<file path="src/rtl/router_pkg.sv">
// Shared definitions for the router output-channel sink: header layout,
// FSM state encoding and the beat format carried through the skid buffer.
package router_pkg;

  localparam int LEN_MSB = 7;
  localparam int LEN_LSB = 2;
  localparam int ADDR_W  = 2;
  localparam int LEN_W   = LEN_MSB - LEN_LSB + 1;
  localparam int MAX_LEN = 63;

  // Reads still owed for one packet: up to MAX_LEN payload bytes plus parity.
  localparam int ISSUE_W = $clog2(MAX_LEN + 2);

  typedef enum logic [1:0] {
    ST_IDLE,
    ST_PAYLOAD,
    ST_PARITY,
    ST_DONE
  } state_t;

  typedef struct packed {
    logic [7:0] data;
    logic       sop;
    logic       eop;
  } beat_t;

endpackage

</file>
<file path="src/rtl/router_skid_buf.sv">
// One-entry holding register between the FIFO read path and the byte stream.
// A beat arriving while the holder is empty is presented straight through.
module router_skid_buf
  import router_pkg::*;
(
  input  logic  clk,
  input  logic  rst,
  input  logic  flush,
  input  logic  in_valid,
  input  beat_t in_beat,
  output logic  full,
  output logic  hold_next,
  output logic  out_valid,
  output beat_t out_beat,
  input  logic  out_ready
);

  beat_t held;

  // NOTE: every signal driven here gets a default before any branch, so no latch is inferred.
  always_comb begin
    out_valid = (full || in_valid) && !flush;
    out_beat  = '0;
    if (out_valid) begin
      out_beat = full ? held : in_beat;
    end
    hold_next = out_valid && !out_ready;
  end

  // NOTE: sequential state uses non-blocking assignments so all flops sample pre-edge values.
  always_ff @(posedge clk) begin
    if (rst) begin
      full <= 1'b0;
    end else begin
      full <= hold_next;
    end
  end

  // NOTE: the data holder is not reset; 'full' alone says whether its contents mean anything.
  always_ff @(posedge clk) begin
    if (hold_next) begin
      held <= out_beat;
    end
  end

endmodule

</file>
<file path="src/rtl/router_port_sink.sv">
// Sink for one router output channel: drains the channel FIFO, reassembles
// header/payload/parity, forwards payload bytes and keeps packet/error statistics.
module router_port_sink
  import router_pkg::*;
#(
  parameter int unsigned PORT_ID = 0,
  parameter int unsigned TIMEOUT = 32,
  parameter int unsigned CNT_W   = 16
) (
  input  logic             clk,
  input  logic             rst,
  input  logic             vld_out,
  input  logic [7:0]       dout,
  output logic             rd_en,
  output logic [7:0]       byte_out,
  output logic             byte_valid,
  output logic             byte_sop,
  output logic             byte_eop,
  input  logic             out_ready,
  output logic             pkt_done,
  output logic [LEN_W-1:0] pkt_len,
  output logic             parity_err,
  output logic             addr_err,
  output logic             trunc_err,
  output logic [CNT_W-1:0] pkt_count,
  output logic [CNT_W-1:0] err_count
);

  localparam int                TMO_W     = $clog2(TIMEOUT + 1);
  localparam logic [TMO_W-1:0]  TMO_LAST  = TMO_W'(TIMEOUT - 1);
  localparam logic [ADDR_W-1:0] PORT_ADDR = ADDR_W'(PORT_ID);

  state_t state;
  state_t state_next;

  logic               rd_pend;
  logic [LEN_W-1:0]   len_q;
  logic [LEN_W-1:0]   remaining;
  logic [ADDR_W-1:0]  addr_q;
  logic [7:0]         parity_acc;
  logic               parity_bad;
  logic               trunc_q;
  logic [ISSUE_W-1:0] issue_left;
  logic [TMO_W-1:0]   tmo_cnt;

  logic  tmo_active;
  logic  tmo_fire;
  logic  hdr_cap;
  logic  pay_cap;
  logic  par_cap;
  logic  finish;
  logic  any_err;
  logic  skid_full;
  logic  skid_hold;
  logic  skid_out_valid;
  beat_t skid_in;
  beat_t skid_out;

  // Event decode: rd_pend means the byte read last cycle is on dout now.
  assign tmo_active = (state == ST_PAYLOAD) || (state == ST_PARITY);
  assign tmo_fire   = tmo_active && !vld_out && (tmo_cnt == TMO_LAST);
  assign hdr_cap    = rd_pend && (state == ST_IDLE);
  assign pay_cap    = rd_pend && (state == ST_PAYLOAD) && !tmo_fire;
  assign par_cap    = rd_pend && (state == ST_PARITY) && !tmo_fire;
  assign finish     = (state == ST_DONE) && !skid_full;
  assign any_err    = parity_bad || trunc_q || (addr_q != PORT_ADDR);
  assign skid_in    = '{data: dout,
                        sop:  (remaining == len_q),
                        eop:  (remaining == LEN_W'(1))};

  always_ff @(posedge clk) begin
    if (rst) begin
      state <= ST_IDLE;
    end else begin
      state <= state_next;
    end
  end

  always_comb begin
    state_next = state;
    case (state)
      ST_IDLE: begin
        if (hdr_cap) begin
          state_next = (dout[LEN_MSB:LEN_LSB] != '0) ? ST_PAYLOAD : ST_PARITY;
        end
      end
      ST_PAYLOAD: begin
        if (tmo_fire) begin
          state_next = ST_DONE;
        end else if (pay_cap && (remaining == LEN_W'(1))) begin
          state_next = ST_PARITY;
        end
      end
      ST_PARITY: begin
        if (tmo_fire || par_cap) begin
          state_next = ST_DONE;
        end
      end
      ST_DONE: begin
        if (!skid_full) begin
          state_next = ST_IDLE;
        end
      end
      default: state_next = ST_IDLE;
    endcase
  end

  // The header read must land before the length is known; after that the
  // per-packet read budget keeps the next packet's header in the FIFO.
  always_comb begin
    rd_en = 1'b0;
    if (!rst && vld_out && !skid_hold) begin
      case (state)
        ST_IDLE:               rd_en = !rd_pend;
        ST_PAYLOAD, ST_PARITY: rd_en = (issue_left != '0);
        default:               rd_en = 1'b0;
      endcase
    end
  end

  always_ff @(posedge clk) begin
    if (rst) begin
      rd_pend    <= 1'b0;
      len_q      <= '0;
      remaining  <= '0;
      addr_q     <= '0;
      parity_acc <= '0;
      parity_bad <= 1'b0;
      trunc_q    <= 1'b0;
      issue_left <= '0;
      tmo_cnt    <= '0;
    end else begin
      rd_pend <= rd_en;

      if (hdr_cap) begin
        len_q      <= dout[LEN_MSB:LEN_LSB];
        remaining  <= dout[LEN_MSB:LEN_LSB];
        addr_q     <= dout[ADDR_W-1:0];
        parity_acc <= dout;
        issue_left <= ISSUE_W'(dout[LEN_MSB:LEN_LSB]) + ISSUE_W'(1);
        parity_bad <= 1'b0;
        trunc_q    <= 1'b0;
      end else if (rd_en && (state != ST_IDLE)) begin
        issue_left <= issue_left - 1'b1;
      end

      if (pay_cap) begin
        parity_acc <= parity_acc ^ dout;
        remaining  <= remaining - 1'b1;
      end

      if (par_cap) begin
        parity_bad <= (dout != parity_acc);
      end

      // A truncated packet never saw its parity byte, so no parity verdict.
      if (tmo_fire) begin
        trunc_q    <= 1'b1;
        parity_bad <= 1'b0;
      end

      if (tmo_active && !vld_out && !tmo_fire) begin
        tmo_cnt <= tmo_cnt + 1'b1;
      end else begin
        tmo_cnt <= '0;
      end
    end
  end

  always_ff @(posedge clk) begin
    if (rst) begin
      pkt_done   <= 1'b0;
      pkt_len    <= '0;
      parity_err <= 1'b0;
      addr_err   <= 1'b0;
      trunc_err  <= 1'b0;
      pkt_count  <= '0;
      err_count  <= '0;
    end else begin
      pkt_done <= finish;
      if (finish) begin
        pkt_len    <= len_q;
        parity_err <= parity_bad;
        addr_err   <= (addr_q != PORT_ADDR);
        trunc_err  <= trunc_q;
        if (pkt_count != '1) begin
          pkt_count <= pkt_count + 1'b1;
        end
        if (any_err && (err_count != '1)) begin
          err_count <= err_count + 1'b1;
        end
      end
    end
  end

  router_skid_buf u_skid (
    .clk       (clk),
    .rst       (rst),
    .flush     (tmo_fire),
    .in_valid  (pay_cap),
    .in_beat   (skid_in),
    .full      (skid_full),
    .hold_next (skid_hold),
    .out_valid (skid_out_valid),
    .out_beat  (skid_out),
    .out_ready (out_ready)
  );

  assign byte_out   = skid_out.data;
  assign byte_valid = skid_out_valid;
  assign byte_sop   = skid_out.sop;
  assign byte_eop   = skid_out.eop;

endmodule
</file>
<file path="config.mk">
export PLATFORM = sky130hd
export DESIGN_NAME = router_port_sink
export DESIGN_NICKNAME = d
export VERILOG_FILES = /design/src/rtl/router_pkg.sv /design/src/rtl/router_skid_buf.sv /design/src/rtl/router_port_sink.sv
export SDC_FILE = /design/constraint.sdc
export NUM_CORES = 1
export LEC_CHECK = 0
export BUFFER_PORTS_ARGS = -buffer_cell sky130_fd_sc_hd__buf_2
export CAP_MARGIN = 0
export CELL_PAD_IN_SITES_DETAIL_PLACEMENT = 0
export CELL_PAD_IN_SITES_GLOBAL_PLACEMENT = 1
export CORE_MARGIN = 10
export CORE_UTILIZATION = 44
export CTS_CLUSTER_SIZE = 40
export DETAILED_ROUTE_END_ITERATION = 8
export PLACE_DENSITY = 0.83
export SKIP_CTS_REPAIR_TIMING = 1
export SYNTH_ARGS = -nofsm -noshare
export SYNTH_HDL_FRONTEND = slang
export SYNTH_SLANG_ARGS = --single-unit
export TNS_END_PERCENT = 30
</file>
<file path="constraint.sdc">
create_clock -name clk -period 3.14 [get_ports clk]
set_input_delay 0.628 -clock clk [delete_from_list [all_inputs] [get_ports clk]]
set_output_delay 0.628 -clock clk [all_outputs]
set_load 0.05 [all_outputs]
</file>
Word-level counts from Yosys, hierarchy flattened

Cells that the tools add are included.

Bits in read-only memories: 0
RAM bits: 0
Logic and storage cells: 105
Bits in latches: 0
Memories kept: 0
Flip-flop bits (word level): 93
Output and inout port bits: 54

Multiplexer cells: 20
Equality and inequality tests: 13
Add/subtract/negate cells: 6
Reductions and logical operators: 43
Shift-type cells: 0
Bitwise operators: 2
$lt $le $gt $ge: 0
Div/mod/pow operators: 0
Multipliers: 0

Operators with widths:

| kind                  | count |
|---|---|
| $add 16x1->16 const B | 2 |
| $ne 16x16->1 const B  | 2 |
| $mux 10               | 2 |
| $logic_and 1x1->1     | 16 |
| $mux 8                | 2 |
| $mux 7                | 2 |
| $mux 2                | 6 |
| $mux 6                | 2 |
| $reduce_bool 2->1     | 6 |
| $ne 8x8->1            | 1 |
| $pmux 2 s4            | 1 |
| $xor 8x8->8           | 1 |
| $add 6x1->7 const B   | 1 |
| $logic_not 1->1       | 7 |
| $reduce_bool 7->1     | 1 |
| $sub 7x1->7 const B   | 1 |
| $add 6x1->6 const B   | 1 |
| $eq 6x1->1 const B    | 1 |
| $eq 6x5->1 const B    | 1 |
| $eq 6x6->1            | 1 |
| $reduce_bool 6->1     | 1 |
| $reduce_or 2->1       | 3 |
| $sub 6x1->6 const B   | 1 |
| $logic_or 1x1->1      | 5 |
| 11 further kinds      | 17 |

Logic depth before layout (Yosys ltp)

Depth in word-level cells: 15
Mapped depth: 7
Depth with buffers taken out: 6

Cells and area by module

From an unflattened synthesis, not the netlist that was laid out.

Cells, all modules: 539
Area total of the unflattened synthesis: 4610.7 µm²

Modules (own cells, without submodules):

| module           | seq. area each (µm²) | area an instance (µm²) | cells an instance | instances |
|---|---|---|---|---|
| router_port_sink | 1641.6               | 4086.4                 | 490               | 1 |
| router_skid_buf  | 320.3                | 524.3                  | 49                | 1 |

Worst setup path before layout

OpenSTA, ideal clock, no wires.

Kind: register to output
From: register state[1]
To: output port rd_en
Stages on the path, launching flop included: 7
Arrival time: 2.329 ns
Required time: 2.512 ns
Setup slack: 0.183 ns
Path buffers: 1
Cell sequence: dfxtp_1 -> inv_1 -> ha_1 -> a21oi_1 -> o211a_1 -> buf_2 -> a21boi_0

Longest elaborated chain between the ends: 12

RTL lines:

| item                                     | line                                                                    | source |
|---|---|---|
| from (decl)                              | router_port_sink.sv:33                                                  | `state_t state;` |
| from (signal assigned)                   | router_port_sink.sv:75                                                  | `state <= state_next;` |
| $eq 2x1->1 or $eq 2x2->1 (tied branches) | router_port_sink.sv:60, router_port_sink.sv:63, router_port_sink.sv:113 |  |
| $logic_or 1x1->1                         | router_port_sink.sv:60                                                  | `assign tmo_active = (state == ST_PAYLOAD) \|\| (state == ST_PARITY);` |
| $logic_and 1x1->1 (2 in a row)           | router_port_sink.sv:61                                                  | `assign tmo_fire = tmo_active && !vld_out && (tmo_cnt == TMO_LAST);` |
| $logic_not 1->1                          | router_skid_buf.sv:22, router_port_sink.sv:63                           |  |
| $logic_and 1x1->1                        | router_port_sink.sv:63                                                  | `assign pay_cap = rd_pend && (state == ST_PAYLOAD) && !tmo_fire;` |
| $logic_or 1x1->1                         | router_skid_buf.sv:22                                                   | `out_valid = (full \|\| in_valid) && !flush;` |
| $logic_and 1x1->1                        | router_skid_buf.sv:22                                                   |  |
| $logic_and 1x1->1                        | router_skid_buf.sv:27                                                   | `hold_next = out_valid && !out_ready;` |
| $logic_not 1->1                          | router_port_sink.sv:112                                                 | `if (!rst && vld_out && !skid_hold) begin` |
| $logic_and 1x1->1                        | router_port_sink.sv:112                                                 |  |
| $mux 1 *                                 | router_port_sink.sv:112                                                 |  |
| to (decl)                                | router_port_sink.sv:14                                                  | `output logic rd_en,` |

Every way passes the cells marked *; elsewhere a longest branch is shown, timed or not.

Final worst setup path

From: register state[1]
To: output port byte_sop

Longest elaborated chain between the ends: 9

RTL lines:

| item                                     | line                                           | source |
|---|---|---|
| $eq 2x1->1 or $eq 2x2->1 (tied branches) | router_port_sink.sv:60, router_port_sink.sv:63 |  |
| $logic_or 1x1->1                         | router_port_sink.sv:60                         |  |
| $logic_and 1x1->1 (2 in a row)           | router_port_sink.sv:61                         |  |
| $logic_not 1->1                          | router_skid_buf.sv:22, router_port_sink.sv:63  |  |
| $logic_and 1x1->1                        | router_port_sink.sv:63                         |  |
| $logic_or 1x1->1                         | router_skid_buf.sv:22                          |  |
| $logic_and 1x1->1 *                      | router_skid_buf.sv:22                          |  |
| $mux 10 *                                | router_skid_buf.sv:24                          | `if (out_valid) begin` |
| to (decl)                                | router_port_sink.sv:17                         | `output logic byte_sop,` |

Marks and branches as above.

==> impl_metrics.tcl <==
set metrics [dict create \
    irDropWorstVdd_mv 0.504 \
    synth-seq-cells 93 \
    syn2layout_area_growth_pct 13.6 \
    critPathMaxStageDelay_ns 0.40 \
    outcome "completed" \
    drt_iter0_drc 298 \
    vias 4553 \
    gp_congestion 0.845 \
    layout_commonest_cell "dfxtp_1" \
    cellPowerDensity_nw_per_um2 556 \
    dp.cells 755 \
    rsz0062_at_grt "no" \
    hold_path.class "register to register" \
    post-route-min-period_ns 3.00 \
    final_hold_viol_count 0 \
    crit_path_start_kind "register" \
    cap_violations 0 \
    hold_slack_ns 0.458 \
    nets 651 \
    final_cell_mix "dfxtp_1 (82), nand2_1 (65), buf_2 (64)" \
    end_kind "primary output" \
    firstDrtPassIters 6 \
    required_ns 2.51 \
    synthFlopType "dfxtp_1" \
    async_flop_share 0 \
    yosysSeqAreaShare 0.382 \
    cts.sink_count 93 \
    setup_viol 0 \
    rows 39 \
    antenna_cells 0 \
    clkSlewWorstSetupHoldPaths_ns 0.07 \
    cts_root_buffer "clkbuf_16" \
    finalSetupTns_ns 0 \
    core_area_um2 11400 \
    io-pin-count 66 \
    seqCellArea_um2 1960 \
    worst_pin_slew_ns 0.892 \
    critical_path.cell_chain "inv_2 > ha_4 > or2b_1 > or3_4 > o21ai_2 > buf_4 > a21oi_1 > clkbuf_4" \
    grt.overflow.total 0 \
    io_buffer_count 65 \
    path_class "register to primary output" \
    tritoncts "built" \
    dp_hpwl_um 9010 \
    synth_edf_count 10 \
    fillers 1107 \
    multiInputGateArea_um2 2920 \
    synth_nets 605 \
    die_h_um 128 \
    routedWlPerCell_um 16.8 \
    placed_area_um2 5490 \
    ys_warn_count 0 \
    clkLatencyLatePin_ns 0.35 \
    start_util 0.449 \
    crit_slowest_cell "dfxtp_1" \
    critPathMaxFanout 7 \
    drive_gt1_frac 0.203 \
    die_area_um2 16400 \
    drc 0 \
    critical_path_arrival_ns 2.37 \
    r2r_cells 7 \
    wl_um 13000 \
    p_total_mw 3.24 \
    grt_pass1_vias 4327 \
    via_per_inst 5.90 \
    detail-route-antenna-nets 0 \
    min_path_cells 2 \
    fin_util 0.510 \
    worstSetupPathDepth 8 \
    slew_viol_final 0 \
    slew_headroom 0.406 \
    path_delay_family "simple AND/OR/NAND/NOR gates" \
    die_x_um 128 \
    cts.path.max_buffers 2 \
    htree_num_levels 3 \
    skew_ns 0.0109 \
    antenna_found_initial 0 \
    grt_max_degree 83 \
    dp_slack_ns 0.310 \
    cts_buffers 9 \
    final_cells 772 \
    grt_pass1_wl_um 21600 \
    synth_area_um2 5130 \
    timing.final.crit_share 0.956 \
    fmax_ghz 0.333 \
    p_leak_nw 2.22 \
    grtUsageTotal 0.158 \
    layout_setup_ws_ns 0.138 \
    postSynthAreaPerCell_um2 8.88 \
    synthCells 578 \
    synth.distinct_cells 71 \
    cp.buffers_inverters 3 \
    stdcell_area_um2 5830 \
]
==> cells in the mapped netlist (all sizes together), types with 9 or more instances <==
cell type	number	area, µm²
a21oi	44	224
a31oi	11	75.1
and3	11	68.8
and4	9	78.8
buf	18	121
clkbuf	20	76.3
dfxtp	83	1660
edfxtp	10	300
ha	15	188
inv	20	75.1
mux2	11	124
mux2i	10	100
nand2	65	244
nand3	27	153
nand4	19	168
nor2	36	135
nor2b	12	75.1
nor3	12	60.1
nor4	14	124
o21ai	12	75.1
or4	10	75.1
xnor2	17	149
==> area by class of cell <==
class	count	area share
Inverter	20	0.0129
Tap cell	143	0.0307
Clock inverter	3	0.00794
Timing Repair Buffer	73	0.0666
Clock buffer	13	0.0447
Sequential cell	93	0.337
Multi-Input combinational cell	427	0.500
==> metal layers <==
| layer | GRT usage | vias to the layer above | share of wire |
|---|---|---|---|
| li1 | - | 2248 | - |
| met1 | 0.200 | 2172 | 0.46 |
| met2 | 0.250 | 123 | 0.46 |
| met3 | 0.0558 | 10 | 0.070 |
| met4 | 0.0424 | 0 | 0.012 |
| met5 | 0 | - | 0 |
==> worst min-delay path, stage by stage (launching register included) <==
cell,delay [ns]
dfxtp_1,0.31
nand2_1,0.05
a21oi_1,0.05
==> power by group <==
part           switching, mW  total, mW  internal, mW  leakage [nW]
clock network          0.473       1.14         0.663         0.146
registers             0.0992       1.39          1.29         0.766
logic                  0.441      0.717         0.276          1.31
==> state kept, by name, indices dropped and copies added (netlist names) <==
signal,cells
err_count,16
pkt_count,16
u_skid.held,10
parity_acc,8
issue_left,7
len_q,6
pkt_len,6
remaining,6
tmo_cnt,6
addr_q,2
state,2
addr_err,1
parity_bad,1
parity_err,1
pkt_done,1
rd_pend,1
trunc_err,1
trunc_q,1
u_skid.full,1
==> final timing paths <==
kind / from / to / slack (ns)
max: state[1] / byte_sop / 0.14
min reg2reg: pkt_len[2] / pkt_len[2] / 0.46
min: pkt_len[2] / pkt_len[2] / 0.46
max reg2reg: state[0] / u_skid.held[9] / 0.70
==> cells by family after synthesis <==
kind of cell	after synthesis	synth area share
adder cells (fa/ha/maj)	15	0.0366
buffers and inverters	58	0.0532
multiplexers	21	0.0437
AND/OR/NAND/NOR	234	0.258
XOR/XNOR	23	0.0393
flip-flops	93	0.382
AO/OA/AOI/OAI	134	0.187
No activity file was read; power rests on OpenSTA's default activity.
